===== src/rtl/data_mem_arbiter.sv =====
// Two-master arbiter for the single-port DataMemory: CPU load/store path has priority,
// DMA gets a slot after MAX_CPU_RUN consecutive contended CPU grants. One access per 2 cycles.
module data_mem_arbiter #(
  parameter int DATA_WIDTH  = 32,
  parameter int ADDR_WIDTH  = 32,
  parameter int MAX_CPU_RUN = 4
) (
  input  logic                  clk,
  input  logic                  reset,
  input  logic                  cpu_req,
  input  logic                  cpu_we,
  input  logic [ADDR_WIDTH-1:0] cpu_addr,
  input  logic [DATA_WIDTH-1:0] cpu_wdata,
  output logic                  cpu_gnt,
  output logic                  cpu_rvalid,
  output logic [DATA_WIDTH-1:0] cpu_rdata,
  output logic                  cpu_stall,
  input  logic                  dma_req,
  input  logic                  dma_we,
  input  logic [ADDR_WIDTH-1:0] dma_addr,
  input  logic [DATA_WIDTH-1:0] dma_wdata,
  output logic                  dma_gnt,
  output logic                  dma_rvalid,
  output logic [DATA_WIDTH-1:0] dma_rdata,
  output logic                  mem_we,
  output logic                  mem_re,
  output logic [ADDR_WIDTH-1:0] mem_addr,
  output logic [DATA_WIDTH-1:0] mem_wdata,
  input  logic [DATA_WIDTH-1:0] mem_rdata
);

  localparam int CW = $clog2(MAX_CPU_RUN + 1);

  typedef enum logic {IDLE, ACCESS} stateT;

  stateT           state, nextState;
  logic [CW-1:0]   runCnt, runCntNext;
  logic            grantCpu, grantDma;
  logic            winnerDma;
  logic            memWe, memRe;
  logic [ADDR_WIDTH-1:0] memAddr;
  logic [DATA_WIDTH-1:0] memWdata;
  logic            cpuRvalid, dmaRvalid;
  logic [DATA_WIDTH-1:0] cpuRdata, dmaRdata;
  logic            selWe;
  logic [ADDR_WIDTH-1:0] selAddr;
  logic [DATA_WIDTH-1:0] selWdata;

  always_ff @(posedge clk or negedge reset) begin
    if (!reset) begin
      state  <= IDLE;
      runCnt <= '0;
    end else begin
      state  <= nextState;
      runCnt <= runCntNext;
    end
  end

  // DMA wins only when the CPU is idle or has used up its run of contended grants
  always_comb begin
    nextState  = state;
    grantCpu   = 1'b0;
    grantDma   = 1'b0;
    runCntNext = runCnt;
    case (state)
      IDLE: begin
        if (!dma_req) runCntNext = '0;
        if (dma_req && (!cpu_req || runCnt == CW'(MAX_CPU_RUN))) begin
          grantDma   = 1'b1;
          runCntNext = '0;
          nextState  = ACCESS;
        end else if (cpu_req) begin
          grantCpu  = 1'b1;
          nextState = ACCESS;
          if (dma_req && runCnt != CW'(MAX_CPU_RUN)) runCntNext = runCnt + CW'(1);
        end
      end
      ACCESS:  nextState = IDLE;
      default: nextState = IDLE;
    endcase
  end

  always_comb begin
    selWe    = grantDma ? dma_we    : cpu_we;
    selAddr  = grantDma ? dma_addr  : cpu_addr;
    selWdata = grantDma ? dma_wdata : cpu_wdata;
  end

  // Command is registered on the arbitration edge and withdrawn at the closing edge of ACCESS
  always_ff @(posedge clk or negedge reset) begin
    if (!reset) begin
      memWe     <= 1'b0;
      memRe     <= 1'b0;
      memAddr   <= '0;
      memWdata  <= '0;
      winnerDma <= 1'b0;
      cpuRvalid <= 1'b0;
      dmaRvalid <= 1'b0;
      cpuRdata  <= '0;
      dmaRdata  <= '0;
    end else begin
      cpuRvalid <= (state == ACCESS) && memRe && !winnerDma;
      dmaRvalid <= (state == ACCESS) && memRe && winnerDma;
      if (state == ACCESS && memRe) begin
        if (winnerDma) dmaRdata <= mem_rdata;
        else           cpuRdata <= mem_rdata;
      end
      if (grantCpu || grantDma) begin
        memWe     <= selWe;
        memRe     <= !selWe;
        memAddr   <= selAddr & ~ADDR_WIDTH'(3);
        memWdata  <= selWdata;
        winnerDma <= grantDma;
      end else begin
        memWe <= 1'b0;
        memRe <= 1'b0;
      end
    end
  end

  assign cpu_gnt    = (state == ACCESS) && !winnerDma;
  assign dma_gnt    = (state == ACCESS) && winnerDma;
  assign cpu_rvalid = cpuRvalid;
  assign dma_rvalid = dmaRvalid;
  assign cpu_rdata  = cpuRdata;
  assign dma_rdata  = dmaRdata;
  assign mem_we     = memWe;
  assign mem_re     = memRe;
  assign mem_addr   = memAddr;
  assign mem_wdata  = memWdata;
  // Gated by reset so every output reads 0 while reset is held
  assign cpu_stall  = reset && cpu_req && !(cpu_gnt && cpu_we) && !cpu_rvalid;

endmodule


===== config.mk =====
export PLATFORM = sky130hd
export DESIGN_NAME = data_mem_arbiter
export DESIGN_NICKNAME = d
export VERILOG_FILES = /design/src/rtl/data_mem_arbiter.sv
export SDC_FILE = /design/constraint.sdc
export NUM_CORES = 1
export LEC_CHECK = 0
export ABC_AREA = 1
export CORE_UTILIZATION = 42
export DETAILED_ROUTE_END_ITERATION = 12
export GPL_TIMING_DRIVEN = 0
export HOLD_SLACK_MARGIN = 0.03
export MAX_ROUTING_LAYER = met4
export PLACE_DENSITY = 0.79
export SETUP_SLACK_MARGIN = 0.05
export SYNTH_ARGS = -nofsm -noshare
export SYNTH_HDL_FRONTEND = slang
export SYNTH_SLANG_ARGS = --single-unit

===== constraint.sdc =====
create_clock -name clk -period 1.6 [get_ports clk]
set_input_delay 0.24 -clock clk [delete_from_list [all_inputs] [get_ports clk]]
set_output_delay 0.24 -clock clk [all_outputs]
set_load 0.02 [all_outputs]

# Yosys cells after proc, flatten, opt, wreduce, memory -nomap -nowiden

Cells that the tools add are included.

Word-level logic and storage cells: 52
Output and inout port bits: 135
Register bits after elaboration: 135

Add/sub/neg operators: 1
Bitwise logic cells: 2
Equal/unequal tests: 2
Muxes and demuxes: 16
Reductions and logical operators: 20

Operator list:

| operator              | number |
|---|---|
| $mux W32              | 2 |
| $mux W3               | 4 |
| $logic_and A1 B1 Y1   | 11 |
| $mux W1               | 9 |
| $logic_not A1 Y1      | 5 |
| $reduce_and A2 Y1     | 2 |
| $add A3 B1 Y3 const B | 1 |
| $eq A3 B3 Y1 const B  | 1 |
| $ne A3 B3 Y1 const B  | 1 |
| $logic_or A1 B1 Y1    | 2 |
| $not A1 Y1            | 2 |
| $pmux W1 S2           | 1 |

# Depth between registers and ports, before layout

Depth after elaboration: 8
Depth in mapped cells: 9

# Worst setup path after synthesis

No wires, ideal clock.

Path kind: flip-flop to flip-flop
Start point: reg runCnt[0]
End point: reg memAddr[10], in the netlist mem_addr[10]
Buffers on the path: 2
Setup slack: 251 ps
Arrival time: 1,231 ps
Stages on the path, launching flop included: 10
Required time: 1,483 ps
Cell sequence: dfrtp_1 > inv_1 > ha_1 > nand2_1 > nand2_1 > buf_2 > buf_2 > nand3_1 > nand3_1 > nand2_1

Cells in the longest elaborated chain, start to end: 6
Elaborated cells on any way between the ends: 9

Ends and longest elaborated chain:

| what                                                  | line    | text |
|---|---|---|
| start: declaration                                    | 37      | `logic [CW-1:0] runCnt, runCntNext;` |
| start signal: assignment                              | 55      | `runCnt <= runCntNext;` |
| $eq A3 B3 Y1 *                                        | 68      | `if (dma_req && (!cpu_req \|\| runCnt == CW'(MAX_CPU_RUN))) begin` |
| $logic_or A1 B1 Y1 *                                  | 68      |  |
| $logic_and A1 B1 Y1 *                                 | 68      |  |
| $mux W1                                               | 68      |  |
| $mux W1                                               | 65      | `case (state)` |
| $mux W32 / $logic_or A1 B1 Y1 (equally long branches) | 85, 108 |  |
| end signal: assignment                                | 111     | `memAddr <= selAddr & ~ADDR_WIDTH'(3);` |
| end: declaration                                      | 41      | `logic [ADDR_WIDTH-1:0] memAddr;` |

Every way passes the cells marked *; elsewhere a longest branch is shown, timed or not.
A chain may end at the register's enable or synchronous reset.

# Worst setup path after layout

Start point: reg state
End point: out cpu_stall

Cells in the longest elaborated chain, start to end: 5

Ends and longest elaborated chain:

| what                              | line | text |
|---|---|---|
| start: declaration                | 36   | `stateT state, nextState;` |
| start signal: assignment          | 54   | `state <= nextState;` |
| $logic_and A1 B1 Y1               | 121  | `assign cpu_gnt = (state == ACCESS) && !winnerDma;` |
| $logic_and A1 B1 Y1               | 132  | `assign cpu_stall = reset && cpu_req && !(cpu_gnt && cpu_we) && !cpu_rvalid;` |
| $logic_not A1 Y1                  | 132  |  |
| $logic_and A1 B1 Y1 (2 in series) | 132  |  |
| end: declaration                  | 17   | `output logic cpu_stall,` |

Every way passes these cells.

==> flow_summary.ini <==
[run_status]
status = finished, violations left
violations = negative hold slack

[timing]
rsz0062_at_grt = true
clock_skew_ps = 6.11
fin_crit_ps = 1570
max_freq_ghz = 0.635
hold_violations = 57
relSlewSlack = 0.624
setup-violations-final = 0
layout_worst_path_cycle_share = 0.984
timing.hold.ws_ps = -227
drv_slew = 0
fin_ws_ps = 25.2
worst_slew_pin_slew_ps = 563

[clock_tree]
cts_buffer_depth = 2
cts_root_buffer = clkbuf_16
cts_tree = yes
cts.clk_slew.worst_paths_ps = 60
cts_max_level = 4
clock-sinks = 135
cts_buffers = 17
clkLatencyLatePin_ps = 420

[logic_synthesis]
synth_seq_cells = 135
netlist_area_mm2 = 0.00648
yosys-top-cells-area = dfrtp_1, nand2_1, inv_1
synth_cells = 819
synth_top_area_share = 0.521
yosysTopAreaCell = dfrtp_1
yosysWarnings = 0
netlist-cell-type-count = 21
ys_seq_area_frac = 0.521
syn_area_per_cell_um2 = 7.91

[pwr]
powerDensity_mw_per_mm2 = 1420
leakage_nw = 5.73
peakVddDrop_mv = 0.782

[hold_path]
hold_class = input port to async pin

[final_layout]
num_antenna_cells = 0
nets = 1315
multiInputGateArea_mm2 = 0.00218
area_growth_pct = 59.2
fillers = 1298
stdcell_area_mm2 = 0.0103
regArea_mm2 = 0.00338
drive_gt1_frac = 0.119
post-route-util = 0.681

[critical_path]
r2r_slack_ps = 90
cp.required_ps = 1360
endpoint_kind = output port
crit_type = flip-flop to output port
startpoint_type = flip-flop
cp_max_fo = 4
reg2reg_to = mem_addr[29]
rr_worst_depth = 10
r2r-start = runCnt[0]
crit_arrival_ps = 1330

[routing]
routed_wl_mm = 19.7
routedWlPerCell_um = 14.6
num_vias = 6355
drc = 0
drt-vias-per-instance = 4.71
ant_nets = 0
detailedRoute.firstIterationViolations = 280
drt-pass1-iter-count = 4

[global_route]
grt_pass1_vias = 6185
grt_overflow = 0
grt_max_degree = 79
grt_pass1_wl_mm = 31.4
grt_util_all_layers = 0.265
grt_antenna_before_repair = 0

[floorplanning]
rows = 45
core_area_mm2 = 0.0151
die_area_mm2 = 0.0159
pin_count = 301
initial_core_util = 0.428
die_y_um = 126
die_x_um = 126

[placed_design]
place_worst_setup_slack_ps = -337
io_buffers = 294
dpl.hpwl_mm = 14.6
routabilityCongestion = 0.833
dpl_cell_area_mm2 = 0.00969

[run]
cap_violations = 0
[state kept, by name, indices dropped and copies added, names as in the netlist, 3 cells and up]
| register | cells |
|---|---|
| cpu_rdata | 32 |
| dma_rdata | 32 |
| mem_wdata | 32 |
| mem_addr | 30 |
| runCnt | 3 |
[how the worst max path moves through the flow]
stage | end | slack, ps | from
after CTS | cpu_stall | -40 | state
after global routing | cpu_stall | -40 | state
final | cpu_stall | 30 | state
after floorplan | mem_addr[10] | 250 | runCnt[0]
after global placement | mem_addr[14] | -5120 | reset
after detailed placement | mem_wdata[27] | -340 | dma_req
[per-stage QoR]
step	hold slack [ps]	cells	power (mW)	setup TNS [ps]
3_5_place_dp	246	1303	11.3	-14360
2_1_floorplan	-55.6	820	8.04	0
4_1_cts	-196	1337	14.6	-35.6
6_report	-227	1348	14.6	0
5_1_grt	-178	1348	15.4	-35.2
3_3_place_gp	462	1302	11.2	-707890
[metal layers]
metal | share of wire | global-route usage
met3 | 0.080 | 0.0807
met1 | 0.40 | 0.297
met2 | 0.50 | 0.441
met5 | 0 | -
met4 | 0.026 | 0.103
[power breakdown]
part	leakage, nW	switching (mW)	internal [mW]
Combinational	3.80	3.19	2.22
Sequential	1.63	0.611	4.53
Clock	0.293	1.52	2.55
[placed cells by master (no fill, tap or decap), types with 4 or more instances in the layout]
cell type / count
buf_2: 21
buf_4: 23
dfrtp_1: 134
dlygate4sd2_1: 130
o21ai_2: 28
clkdlybuf4s50_1: 160
clkbuf_16: 17
inv_1: 164
buf_6: 14
nand2_1: 259
o21ai_0: 18
o21ai_1: 21
clkinvlp_4: 4
nand3_1: 123
[what timing repair did]
| item | in CTS | in global routing |
|---|---|---|
| pin swaps | 0 | 2 |
| buffers inserted | 2 | 10 |
| endpoints found under the hold margin | 57 | 57 |
| setup endpoints to repair | 193 | 69 |
| gates resized for setup | 158 | 15 |
| gates cloned | 0 | 1 |
[area by class of cell]
class | count | share of cell area
tap | 188 | 0.0228
inverter | 168 | 0.0614
sequential | 135 | 0.328
clock buffer | 19 | 0.0439
timing repair buffer | 308 | 0.282
multi-input combinational | 469 | 0.211
buffer | 48 | 0.0344
clock inverter | 13 | 0.0164
[cell families after synthesis]
family	Yosys count	share of synthesized area
other cells	1	0.000579
compound gates	69	0.0695
flops	135	0.521
buf+inv	216	0.147
simple gates	395	0.257
xor+xnor	1	0.00135
fa+ha+maj	2	0.00386
[critical path, cell delays in order (launching register included)]
cell and delay, ps:
dfrtp_2 440, inv_4 80, nor2_4 40, nand2_2 70, nand4_1 70, inv_1 100, buf_6 120
[Yosys cell counts]
master      n
nand2_2     2
nand2_1   262
inv_2       2
nor2_1      3
nand4_1     1
o21ai_0    18
buf_4       8
buf_2      28
ha_1        2
o21ai_1    21
o21ai_2    28
nand3_1   124
a21oi_1     2
clkbuf_1    2
buf_6      10
dfrtp_1   135
xnor2_1     1
nor2_4      2
nand3b_1    1
inv_1     166
conb_1      1
No activity file was read; power rests on OpenSTA's default activity.
